$ cat src/rtl/pipe_hazard_ctrl_pkg.sv
// Shared constants and types for the pipeline hazard/forwarding controller.
package pipe_hazard_ctrl_pkg;

    localparam int PIPE_STAGES_DEF = 3;
    localparam int ADDR_W_DEF      = 5;
    localparam int FWD_W_DEF       = $clog2(PIPE_STAGES_DEF + 1);
    localparam int CNT_W_DEF       = 32;

    // Forward-select code meaning "read the register file"; k+1 selects entry k.
    localparam int FWD_SRC_RF      = 0;

    // Per-cycle decision, in priority order FREEZE > FLUSH > STALL > ISSUE.
    typedef enum logic [1:0] {
        ACT_ISSUE  = 2'd0,
        ACT_STALL  = 2'd1,
        ACT_FLUSH  = 2'd2,
        ACT_FREEZE = 2'd3
    } action_e;

endpackage

$ cat src/rtl/pipe_hazard_ctrl_if.sv
// Decode-side bundle between the pipeline front end and the hazard controller.
interface pipe_hazard_ctrl_if
    import pipe_hazard_ctrl_pkg::*;
#(
    parameter int ADDR_W = ADDR_W_DEF,
    parameter int FWD_W  = FWD_W_DEF,
    parameter int CNT_W  = CNT_W_DEF
);
    // No valid/ready pair: decode presents an instruction every cycle and the
    // controller answers in the same cycle; stall_front=1 means the source must
    // re-present the same instruction next cycle, freeze/redirect are levels.
    logic [ADDR_W-1:0] id_rs;
    logic [ADDR_W-1:0] id_rt;
    logic              id_rs_use;
    logic              id_rt_use;
    logic [ADDR_W-1:0] id_dst;
    logic              id_we;
    logic              id_is_load;
    logic              redirect;
    logic              freeze;

    logic [FWD_W-1:0]  fwd_rs;
    logic [FWD_W-1:0]  fwd_rt;
    logic              stall_front;
    logic              bubble;
    logic              flush_ifid;
    logic [CNT_W-1:0]  stall_cnt;
    logic [CNT_W-1:0]  flush_cnt;
    action_e           dbg_action;

    modport master (
        output id_rs, id_rt, id_rs_use, id_rt_use, id_dst, id_we, id_is_load,
               redirect, freeze,
        input  fwd_rs, fwd_rt, stall_front, bubble, flush_ifid,
               stall_cnt, flush_cnt, dbg_action
    );

    modport slave (
        input  id_rs, id_rt, id_rs_use, id_rt_use, id_dst, id_we, id_is_load,
               redirect, freeze,
        output fwd_rs, fwd_rt, stall_front, bubble, flush_ifid,
               stall_cnt, flush_cnt, dbg_action
    );

endinterface

$ cat src/rtl/hazard_sat_counter.sv
// Saturating up-counter: increments on inc unless hold is set, sticks at all-ones.
module hazard_sat_counter #(
    parameter int CNT_W = 32
) (
    input  logic             clk,
    input  logic             rst_n,
    input  logic             inc_i,
    input  logic             hold_i,
    output logic [CNT_W-1:0] cnt_o
);

    logic [CNT_W-1:0] cnt_q;
    logic [CNT_W-1:0] cnt_d;

    always_comb begin
        cnt_d = cnt_q;
        if (!hold_i && inc_i && (cnt_q != {CNT_W{1'b1}})) begin
            cnt_d = cnt_q + CNT_W'(1);
        end
    end

    always_ff @(posedge clk or negedge rst_n) begin
        if (!rst_n) begin
            cnt_q <= '0;
        end else begin
            cnt_q <= cnt_d;
        end
    end

    assign cnt_o = cnt_q;

endmodule

$ cat src/rtl/pipe_hazard_ctrl.sv
// Hazard and forwarding controller: destination scoreboard for the post-decode
// stages, per-operand forward select, load-use stall, redirect flush, freeze.
module pipe_hazard_ctrl
    import pipe_hazard_ctrl_pkg::*;
#(
    parameter int STAGES     = PIPE_STAGES_DEF,
    parameter int ADDR_W     = ADDR_W_DEF,
    parameter int ALU_READY  = 1,
    parameter int LOAD_READY = 2,
    parameter int FWD_W      = $clog2(STAGES + 1),
    parameter int CNT_W      = CNT_W_DEF
) (
    input  logic             clk,
    input  logic             rst,
    pipe_hazard_ctrl_if.slave bus
);

    // Scoreboard: entry 0 = EXE, entry STAGES-1 = last stage before RF write.
    logic [STAGES-1:0] valid_q, valid_d;
    logic [STAGES-1:0] load_q,  load_d;
    logic [ADDR_W-1:0] dst_q [STAGES];
    logic [ADDR_W-1:0] dst_d [STAGES];

    logic [STAGES-1:0] match_rs;
    logic [STAGES-1:0] match_rt;
    logic [STAGES-1:0] ready;

    logic [FWD_W-1:0]  fwd_rs_raw;
    logic [FWD_W-1:0]  fwd_rt_raw;
    logic              haz_rs;
    logic              haz_rt;
    logic              hazard;
    action_e           act;

    for (genvar k = 0; k < STAGES; k++) begin : g_entry
        localparam bit ALU_OK  = (k >= ALU_READY);
        localparam bit LOAD_OK = (k >= LOAD_READY);

        assign match_rs[k] = valid_q[k] && (dst_q[k] == bus.id_rs) &&
                             (bus.id_rs != '0) && bus.id_rs_use;
        assign match_rt[k] = valid_q[k] && (dst_q[k] == bus.id_rt) &&
                             (bus.id_rt != '0) && bus.id_rt_use;
        assign ready[k]    = load_q[k] ? LOAD_OK : ALU_OK;
    end

    // Walk from oldest to youngest so the lowest matching index wins.
    always_comb begin
        fwd_rs_raw = FWD_W'(FWD_SRC_RF);
        fwd_rt_raw = FWD_W'(FWD_SRC_RF);
        haz_rs     = 1'b0;
        haz_rt     = 1'b0;
        for (int k = STAGES - 1; k >= 0; k--) begin
            if (match_rs[k]) begin
                fwd_rs_raw = ready[k] ? FWD_W'(k + 1) : FWD_W'(FWD_SRC_RF);
                haz_rs     = !ready[k];
            end
            if (match_rt[k]) begin
                fwd_rt_raw = ready[k] ? FWD_W'(k + 1) : FWD_W'(FWD_SRC_RF);
                haz_rt     = !ready[k];
            end
        end
    end

    assign hazard = haz_rs || haz_rt;

    always_comb begin
        if (bus.freeze) begin
            act = ACT_FREEZE;
        end else if (bus.redirect) begin
            act = ACT_FLUSH;
        end else if (hazard) begin
            act = ACT_STALL;
        end else begin
            act = ACT_ISSUE;
        end
    end

    // A redirecting instruction still proceeds, so FLUSH shifts it in like ISSUE.
    always_comb begin
        valid_d = valid_q;
        load_d  = load_q;
        for (int k = 0; k < STAGES; k++) begin
            dst_d[k] = dst_q[k];
        end
        if (act != ACT_FREEZE) begin
            for (int k = STAGES - 1; k >= 1; k--) begin
                valid_d[k] = valid_q[k-1];
                load_d[k]  = load_q[k-1];
                dst_d[k]   = dst_q[k-1];
            end
            if (act == ACT_STALL) begin
                valid_d[0] = 1'b0;
                load_d[0]  = 1'b0;
                dst_d[0]   = '0;
            end else begin
                valid_d[0] = bus.id_we && (bus.id_dst != '0);
                load_d[0]  = bus.id_is_load;
                dst_d[0]   = bus.id_dst;
            end
        end
    end

    always_ff @(posedge clk or negedge rst) begin
        if (!rst) begin
            valid_q <= '0;
            load_q  <= '0;
            for (int k = 0; k < STAGES; k++) begin
                dst_q[k] <= '0;
            end
        end else begin
            valid_q <= valid_d;
            load_q  <= load_d;
            for (int k = 0; k < STAGES; k++) begin
                dst_q[k] <= dst_d[k];
            end
        end
    end

    hazard_sat_counter #(.CNT_W(CNT_W)) u_stall_cnt (
        .clk    (clk),
        .rst_n  (rst),
        .inc_i  (act == ACT_STALL),
        .hold_i (act == ACT_FREEZE),
        .cnt_o  (bus.stall_cnt)
    );

    hazard_sat_counter #(.CNT_W(CNT_W)) u_flush_cnt (
        .clk    (clk),
        .rst_n  (rst),
        .inc_i  (act == ACT_FLUSH),
        .hold_i (act == ACT_FREEZE),
        .cnt_o  (bus.flush_cnt)
    );

    // Combinational outputs are forced low while reset is asserted.
    assign bus.fwd_rs      = rst ? fwd_rs_raw : '0;
    assign bus.fwd_rt      = rst ? fwd_rt_raw : '0;
    assign bus.stall_front = rst && ((act == ACT_FREEZE) || (act == ACT_STALL));
    assign bus.bubble      = rst && (act == ACT_STALL);
    assign bus.flush_ifid  = rst && (act == ACT_FLUSH);
    assign bus.dbg_action  = act;

endmodule

$ cat src/flat_wrapper.sv
// flat-port wrapper written by rule: the top's interface ports become plain ports
module pipe_hazard_ctrl_flat import pipe_hazard_ctrl_pkg::*;
#(
    parameter int STAGES     = PIPE_STAGES_DEF,
    parameter int ADDR_W     = ADDR_W_DEF,
    parameter int ALU_READY  = 1,
    parameter int LOAD_READY = 2,
    parameter int FWD_W      = $clog2(STAGES + 1),
    parameter int CNT_W      = CNT_W_DEF
)
  (clk, rst, bus_id_rs, bus_id_rt, bus_id_rs_use, bus_id_rt_use, bus_id_dst, bus_id_we, bus_id_is_load, bus_redirect, bus_freeze, bus_fwd_rs, bus_fwd_rt, bus_stall_front, bus_bubble, bus_flush_ifid, bus_stall_cnt, bus_flush_cnt, bus_dbg_action);
  pipe_hazard_ctrl_if #(.ADDR_W(ADDR_W), .FWD_W(FWD_W), .CNT_W(CNT_W)) bus_i ();
  input  logic clk;
  input  logic rst;
  input wire logic [$bits(bus_i.id_rs)-1:0] bus_id_rs;
  input wire logic [$bits(bus_i.id_rt)-1:0] bus_id_rt;
  input wire logic [$bits(bus_i.id_rs_use)-1:0] bus_id_rs_use;
  input wire logic [$bits(bus_i.id_rt_use)-1:0] bus_id_rt_use;
  input wire logic [$bits(bus_i.id_dst)-1:0] bus_id_dst;
  input wire logic [$bits(bus_i.id_we)-1:0] bus_id_we;
  input wire logic [$bits(bus_i.id_is_load)-1:0] bus_id_is_load;
  input wire logic [$bits(bus_i.redirect)-1:0] bus_redirect;
  input wire logic [$bits(bus_i.freeze)-1:0] bus_freeze;
  output wire logic [$bits(bus_i.fwd_rs)-1:0] bus_fwd_rs;
  output wire logic [$bits(bus_i.fwd_rt)-1:0] bus_fwd_rt;
  output wire logic [$bits(bus_i.stall_front)-1:0] bus_stall_front;
  output wire logic [$bits(bus_i.bubble)-1:0] bus_bubble;
  output wire logic [$bits(bus_i.flush_ifid)-1:0] bus_flush_ifid;
  output wire logic [$bits(bus_i.stall_cnt)-1:0] bus_stall_cnt;
  output wire logic [$bits(bus_i.flush_cnt)-1:0] bus_flush_cnt;
  output wire logic [$bits(bus_i.dbg_action)-1:0] bus_dbg_action;
  assign bus_i.id_rs = bus_id_rs;
  assign bus_i.id_rt = bus_id_rt;
  assign bus_i.id_rs_use = bus_id_rs_use;
  assign bus_i.id_rt_use = bus_id_rt_use;
  assign bus_i.id_dst = bus_id_dst;
  assign bus_i.id_we = bus_id_we;
  assign bus_i.id_is_load = bus_id_is_load;
  assign bus_i.redirect = bus_redirect;
  assign bus_i.freeze = bus_freeze;
  assign bus_fwd_rs = bus_i.fwd_rs;
  assign bus_fwd_rt = bus_i.fwd_rt;
  assign bus_stall_front = bus_i.stall_front;
  assign bus_bubble = bus_i.bubble;
  assign bus_flush_ifid = bus_i.flush_ifid;
  assign bus_stall_cnt = bus_i.stall_cnt;
  assign bus_flush_cnt = bus_i.flush_cnt;
  assign bus_dbg_action = bus_i.dbg_action;
  pipe_hazard_ctrl #(.STAGES(STAGES), .ADDR_W(ADDR_W), .ALU_READY(ALU_READY), .LOAD_READY(LOAD_READY), .FWD_W(FWD_W), .CNT_W(CNT_W)) u_core (.clk(clk), .rst(rst), .bus(bus_i));
endmodule
$ cat config.mk
export PLATFORM = sky130hd
export DESIGN_NAME = pipe_hazard_ctrl_flat
export DESIGN_NICKNAME = d
export VERILOG_FILES = /design/src/rtl/pipe_hazard_ctrl_pkg.sv /design/src/rtl/pipe_hazard_ctrl_if.sv /design/src/rtl/hazard_sat_counter.sv /design/src/rtl/pipe_hazard_ctrl.sv /design/src/flat_wrapper.sv
export SDC_FILE = /design/constraint.sdc
export NUM_CORES = 1
export LEC_CHECK = 0
export ABC_AREA = 1
export ABC_CLOCK_PERIOD_IN_PS = 2600
export BUFFER_PORTS_ARGS = -buffer_cell sky130_fd_sc_hd__buf_2
export CELL_PAD_IN_SITES_DETAIL_PLACEMENT = 0
export CELL_PAD_IN_SITES_GLOBAL_PLACEMENT = 1
export CORE_AREA = 2 2 140 142
export DETAILED_ROUTE_END_ITERATION = 10
export DIE_AREA = 0 0 142 144
export PLACE_DENSITY_LB_ADDON = 0.1
export RECOVER_POWER = 100
export SETUP_SLACK_MARGIN = 0.5
export SLEW_MARGIN = 30
export SYNTH_ARGS = -nofsm -noshare
export SYNTH_HDL_FRONTEND = slang
export SYNTH_SLANG_ARGS = --single-unit
export TNS_END_PERCENT = 5
$ cat constraint.sdc
create_clock -name clk -period 2.6 [get_ports clk]
set_clock_uncertainty 0.05 [all_clocks]
set_input_delay 0.26 -clock clk [delete_from_list [all_inputs] [get_ports clk]]
set_output_delay 0.26 -clock clk [all_outputs]
set_load 0.01 [all_outputs]
=== After elaboration in Yosys (flattened, before gate mapping) ===
Index checks and enable logic that the tools add are counted.

* Add/subtract/negate cells: 2
* Eq/ne operators: 12
* Multiplexer cells: 19
* Reduce and logical (&&, ||, !) cells: 32

{| class="wikitable"
|+ Operators with widths
! cell !! number
|-
| adder 32 x 1 -> 32 bit (second input constant) || 2
|-
| inequality test 32 bit (second input constant) || 2
|-
| == test 5 bit || 6
|-
| logical AND 1 bit || 26
|-
| two-way mux 2 bit || 11
|-
| nonzero test 5 bit || 3
|-
| two-way mux 1 bit || 7
|-
| two-way mux 5 bit || 1
|-
| == test 2 bit (second input constant) || 2
|-
| == test 2 x 1 -> 1 bit (second input constant) || 1
|-
| logical OR 1 bit || 2
|-
| inequality test 2 bit (second input constant) || 1
|-
| zero test 1 bit || 1
|}

* Flip-flop bits (word level): 84
* Input port bits: 23
* Logic and storage cells: 72

=== Logic depth before layout (Yosys ltp) ===
* Depth after elaboration: 14
* Depth in mapped cells: 14

=== Cells and area by module ===
From an unflattened synthesis, not the netlist that was laid out.

* Cell total of the unflattened synthesis: 849
* Area total of the unflattened synthesis: 5,660.4 sq um

{| class="wikitable"
|+ By module, submodules not included
! module !! times used !! cells an instance !! area an instance (sq um)
|-
| hazard_sat_counter || 2 || 313 || 2,098.3
|-
| pipe_hazard_ctrl || 1 || 223 || 1,463.9
|}

=== Worst setup path after synthesis ===
No wires, ideal clock.

* Kind: flip-flop to flip-flop
* From: register u_core.u_stall_cnt.cnt_q[0] (netlist: u_core.u_stall_cnt.cnt_o[0])
* To: register u_core.u_stall_cnt.cnt_q[10] (netlist: u_core.u_stall_cnt.cnt_o[10])
* Data arrival time: 1,716 ps
* Slack: 716 ps
* Stages on the path, launching flop included: 10
* Buffers on the path: 1
* Cells stage by stage: dfrtp_1 > ha_1 > nand3_2 > nor2_4 > nand4_1 > nor2_1 > nand3b_2 > clkbuf_1 > nand4_1 > nand2_1

* Word-level cells in the longest chain between the ends: 2
* Elaborated cells on any way between the ends: 3
* Those cells by class: add/sub: 1; eq/ne: 1; reduce/logical: 1

{| class="wikitable"
|+ Ends and longest elaborated chain
! what !! line !! RTL
|-
| start: declaration || hazard_sat_counter.sv:12 || <nowiki>logic [CNT_W-1:0] cnt_q;</nowiki>
|-
| start signal: assignment || hazard_sat_counter.sv:26 || <nowiki>cnt_q <= cnt_d;</nowiki>
|-
| parallel branches: the longest is 2 deep, another holds adder 32 x 1 -> 32 bit || - ||
|}

Parallel ways; which one is timed is not known.
A chain may end at the register's enable or synchronous reset.

=== Worst setup path after layout ===
* From: register u_core.dst_q[6] (netlist bit)
* To: output port bus_stall_front

* Word-level cells in the longest chain between the ends: 13
* Elaborated cells on any way between the ends: 20
* Those cells by class: eq/ne: 4; mux: 7; reduce/logical: 9

{| class="wikitable"
|+ Ends and longest elaborated chain
! what !! line !! RTL
|-
| start: declaration || pipe_hazard_ctrl.sv:21 || <nowiki>logic [ADDR_W-1:0] dst_q [STAGES];</nowiki>
|-
| start signal: indexed assignment || pipe_hazard_ctrl.sv:114 || <nowiki>dst_q[k] <= dst_d[k];</nowiki>
|-
| == test 5 bit, on equally long branches || pipe_hazard_ctrl.sv:39, pipe_hazard_ctrl.sv:41 ||
|-
| logical AND 1 bit, on equally long branches (2 in series) || pipe_hazard_ctrl.sv:39, pipe_hazard_ctrl.sv:41 ||
|-
| logical AND 1 bit, on equally long branches || pipe_hazard_ctrl.sv:40, pipe_hazard_ctrl.sv:42 ||
|-
| two-way mux 1 bit, on equally long branches (2 in series) || pipe_hazard_ctrl.sv:53, pipe_hazard_ctrl.sv:57 ||
|-
| logical OR 1 bit (*) || pipe_hazard_ctrl.sv:64 || <nowiki>assign hazard = haz_rs || haz_rt;</nowiki>
|-
| two-way mux 1 bit (*) || pipe_hazard_ctrl.sv:71 || <nowiki>end else if (hazard) begin</nowiki>
|-
| two-way mux 2 bit (*) || pipe_hazard_ctrl.sv:69 || <nowiki>end else if (bus.redirect) begin</nowiki>
|-
| two-way mux 2 bit (*) || pipe_hazard_ctrl.sv:67 || <nowiki>if (bus.freeze) begin</nowiki>
|-
| == test 2 bit or == test 2 x 1 -> 1 bit (tied branches) || pipe_hazard_ctrl.sv:138 || <nowiki>assign bus.stall_front = rst && ((act == ACT_FREEZE) || (act == ACT_STALL));</nowiki>
|-
| logical OR 1 bit (*) || pipe_hazard_ctrl.sv:138 ||
|-
| logical AND 1 bit (*) || pipe_hazard_ctrl.sv:138 ||
|-
| end: declaration || flat_wrapper.sv:26 || <nowiki>output wire logic [$bits(bus_i.stall_front)-1:0] bus_stall_front;</nowiki>
|}

Every way passes the cells marked *; elsewhere a longest branch is shown, timed or not.

==> summary.md <==
| Metric | Value |
|---|---|
| Outcome | `complete, no violations` |
| Crit path max-delay cell type | `dfrtp_1` |
| Synth Instances | `830` |
| IO buf count | `95` |
| CTS root buf | `clkbuf_16` |
| Fin crit period | `2230 ps` |
| GRT Overall Usage | `0.187` |
| Hold WS | `103 ps` |
| Drt total wl | `18,300 µm` |
| TritonCTS clock tree | `done` |
| CP Cell Sequence | `inv_1 -> nand2_1 -> nand3_1 -> nor2_1 -> nand3_1 -> nand2_1 -> inv_2 -> nand2_1 -> nand2_2 -> a21oi_2 -> buf_2` |
| Max Cap Viol | `0` |
| Antenna cell count | `0` |
| Via count | `5,647` |
| Ports | `96` |
| Die width | `142 µm` |
| Antenna Nets Post-Route | `0` |
| Post-Place Worst Slack | `422 ps` |
| HPWL after DPL | `13,700 µm` |
| Number of global-route vias before repair | `5,545` |
| Gpl congestion | `0.818` |
| Die H | `144 µm` |
| Peak supply drop | `0.000328 V` |
| Setup TNS | `0 ps` |
| Achievable frequency | `0.449 GHz` |
| Clk sinks | `84` |
| CP max stage delay | `390 ps` |
| Clk Latency, worst-skew pair | `350 ps` |
| Final slew viol count | `0` |
| Initial Util | `0.293` |
| Slew Limit Headroom | `0.277` |
| Design area | `0.00678 mm²` |
| Worst EP arrival | `1920 ps` |
| Pin count of the biggest net entering global routing | `42` |
| Distinct cell type count after synthesis | `31` |
| CP max FO | `4` |
| Total gr overflow | `0` |
| Core area | `0.0191 mm²` |
| Router iterations before antenna repair | `5` |
| Drt initial violations | `269` |
| Synth-to-Final Area Change | `21.5%` |
| TritonCTS Buffers | `9` |
| Critical Path RT | `2290 ps` |
| Unrepaired setup endpoints after global routing | `yes` |
| Mean number of vias per cell | `4.73` |
| Clock power frac | `0.408` |
| CTS max path bufs | `2` |
| Syn nets | `855` |
| Critical setup path kind | `flop to output port` |
| Drt drc | `0` |
| Htree depth | `3` |
| Pwr Density | `514 mW/mm²` |
| First-pass GRT wire length | `30,000 µm` |
| Hold Vio Cnt, Final | `0` |
| Critical Path Source Type | `flop` |
| Die area | `0.0204 mm²` |
| Crit end category | `output port` |
| Mapped Area | `0.00558 mm²` |
| Synth Warn # | `0` |
| Seq/Total Area, Yosys | `0.377` |
| Final #Nets | `975` |
| Worst hold path class | `input pin to flop` |
| Setup violators final | `0` |
| Final WS setup | `375 ps` |
| P_int | `0.00247 W` |
| Commonest non-fill, non-tap cells in the layout | `nand2_1 (343), nor2_1 (80), dfrtp_1 (80)` |
| Synthesized flop and latch total | `84` |
| Net Switching | `0.00102 W` |
| CP top delay family | `simple AND/OR/NAND/NOR gates` |
| Static Leak | `3.18 nW` |
| Avg Cell Area, Syn | `6.72 µm²` |
| DR WL/cell | `15.4 µm` |
| Area after DPL | `0.00635 mm²` |
| Switching part of the total | `0.293` |
| Cell row count | `51` |
| Initial antenna violation count | `0` |
| Most frequent CP cell | `nand2_1` |
| Reg clk slew, reported paths | `60 ps` |
| Most common cell after layout, fill and taps aside | `nand2_1` |
| Tightest Pin Transition | `1080 ps` |
| Final Cycle Share | `0.856` |
| Share of cells above drive strength 1 | `0.108` |
| Sequential power share | `0.442` |
| Critical path buffers and inverters | `3` |
| Comb power frac | `0.149` |
[path summary, 6_finish.rpt]
check                                        startpoint                                       to  slack [ps]  cells past startpoint
min reg2reg                u_core.load_q[0]$_DFFE_PN0P_             u_core.load_q[1]$_DFFE_PN0P_         420                      2
max                         u_core.dst_q[6]$_DFFE_PN0P_                          bus_stall_front         370                     11
min in group asynchronous                           rst              u_core.dst_q[4]$_DFFE_PN0P_         380                      2
min                                       bus_id_dst[3]             u_core.dst_q[13]$_DFFE_PN0P_         100                      3
max reg2reg                 u_core.dst_q[9]$_DFFE_PN0P_              u_core.dst_q[4]$_DFFE_PN0P_         450                     14
max in group asynchronous                           rst  u_core.u_flush_cnt.cnt_o[4]$_DFFE_PN0P_         660                      3
[what timing repair did]
item,4_1_cts,5_1_grt
buffers inserted,15,5
endpoints found under the hold margin,5,0
gates resized for setup,20,16
endpoints found under the setup margin,37,71
pin swaps,5,10
hold buffers,1,0
[power by group through the flow]
stage / logic [W] / registers, W / clock network (W)
final: 0.000521 / 0.00154 / 0.00142
after global placement: 0.000510 / 0.00156 / 0
after CTS: 0.000549 / 0.00154 / 0.00148
after floorplan: 0.000286 / 0.00155 / 0
after detailed placement: 0.000506 / 0.00156 / 0
after global routing: 0.000605 / 0.00156 / 0.00152
[final cells by class]
class                           instances  area, µm²
Clock inverter                          4       72.6
Inverter                               71        267
Sequential cell                        84       2110
Timing Repair Buffer                  130        667
Clock buffer                           12        246
Tap cell                              238        298
Fill cell                            2179      12300
Multi-Input combinational cell        654       3130
[flip-flops by register name, summed over array words and instances (netlist names)]
name and flops:
u_core.u_flush_cnt.cnt_o 32, u_core.dst_q 15, u_core.u_stall_cnt.cnt_o 32, u_core.valid_q 3, u_core.load_q 2
[cell families after synthesis]
family          synth area share
compound gates            0.0390
xor+xnor                  0.0706
simple gates               0.438
flops                      0.377
buf+inv                   0.0713
fa+ha+maj                0.00448
[per-stage QoR]
stage / total power [W] / instances / utilization
2_1_floorplan: 0.00183 / 830 / -
3_3_place_gp: 0.00207 / 1156 / 0.333
3_5_place_dp: 0.00207 / 1156 / 0.333
4_1_cts: 0.00357 / 1188 / 0.358
5_1_grt: 0.00368 / 1193 / 0.355
6_report: 0.00349 / 1193 / 0.355
[Yosys cell counts]
library cell / n / share of area
a211oi_1: 2 / 0.0027
a21oi_1: 2 / 0.0018
buf_2: 6 / 0.0054
buf_6: 6 / 0.012
clkbuf_1: 9 / 0.0061
clkinv_1: 1 / 0.00067
dfrtp_1: 84 / 0.38
ha_1: 2 / 0.0045
inv_1: 68 / 0.046
inv_2: 2 / 0.0013
nand2_1: 346 / 0.23
nand2_2: 2 / 0.0022
nand3_1: 33 / 0.030
nand3_2: 3 / 0.0054
nand3b_1: 13 / 0.017
nand3b_2: 1 / 0.0020
nand4_1: 49 / 0.055
nor2_1: 82 / 0.055
nor2_2: 3 / 0.0034
nor2_4: 1 / 0.0020
nor3_1: 31 / 0.028
nor3_2: 1 / 0.0018
nor3b_1: 1 / 0.0013
o21ai_0: 22 / 0.020
o21ai_1: 5 / 0.0045
o21ai_2: 2 / 0.0031
o22ai_1: 5 / 0.0056
o41ai_1: 1 / 0.0016
or2_2: 2 / 0.0022
xnor2_1: 16 / 0.025
xor2_1: 29 / 0.046
[tightest hold or removal path, stage by stage]
cell and delay [ps]:
buf_2 80, nand3_1 70, nand2_1 50
[routing by layer]
metal	track usage	wire, µm
met1	0.263	9040
met5	0	0
met4	0.0489	183
met2	0.305	8480
met3	0.0252	634
(Power assumes the default switching activity.)
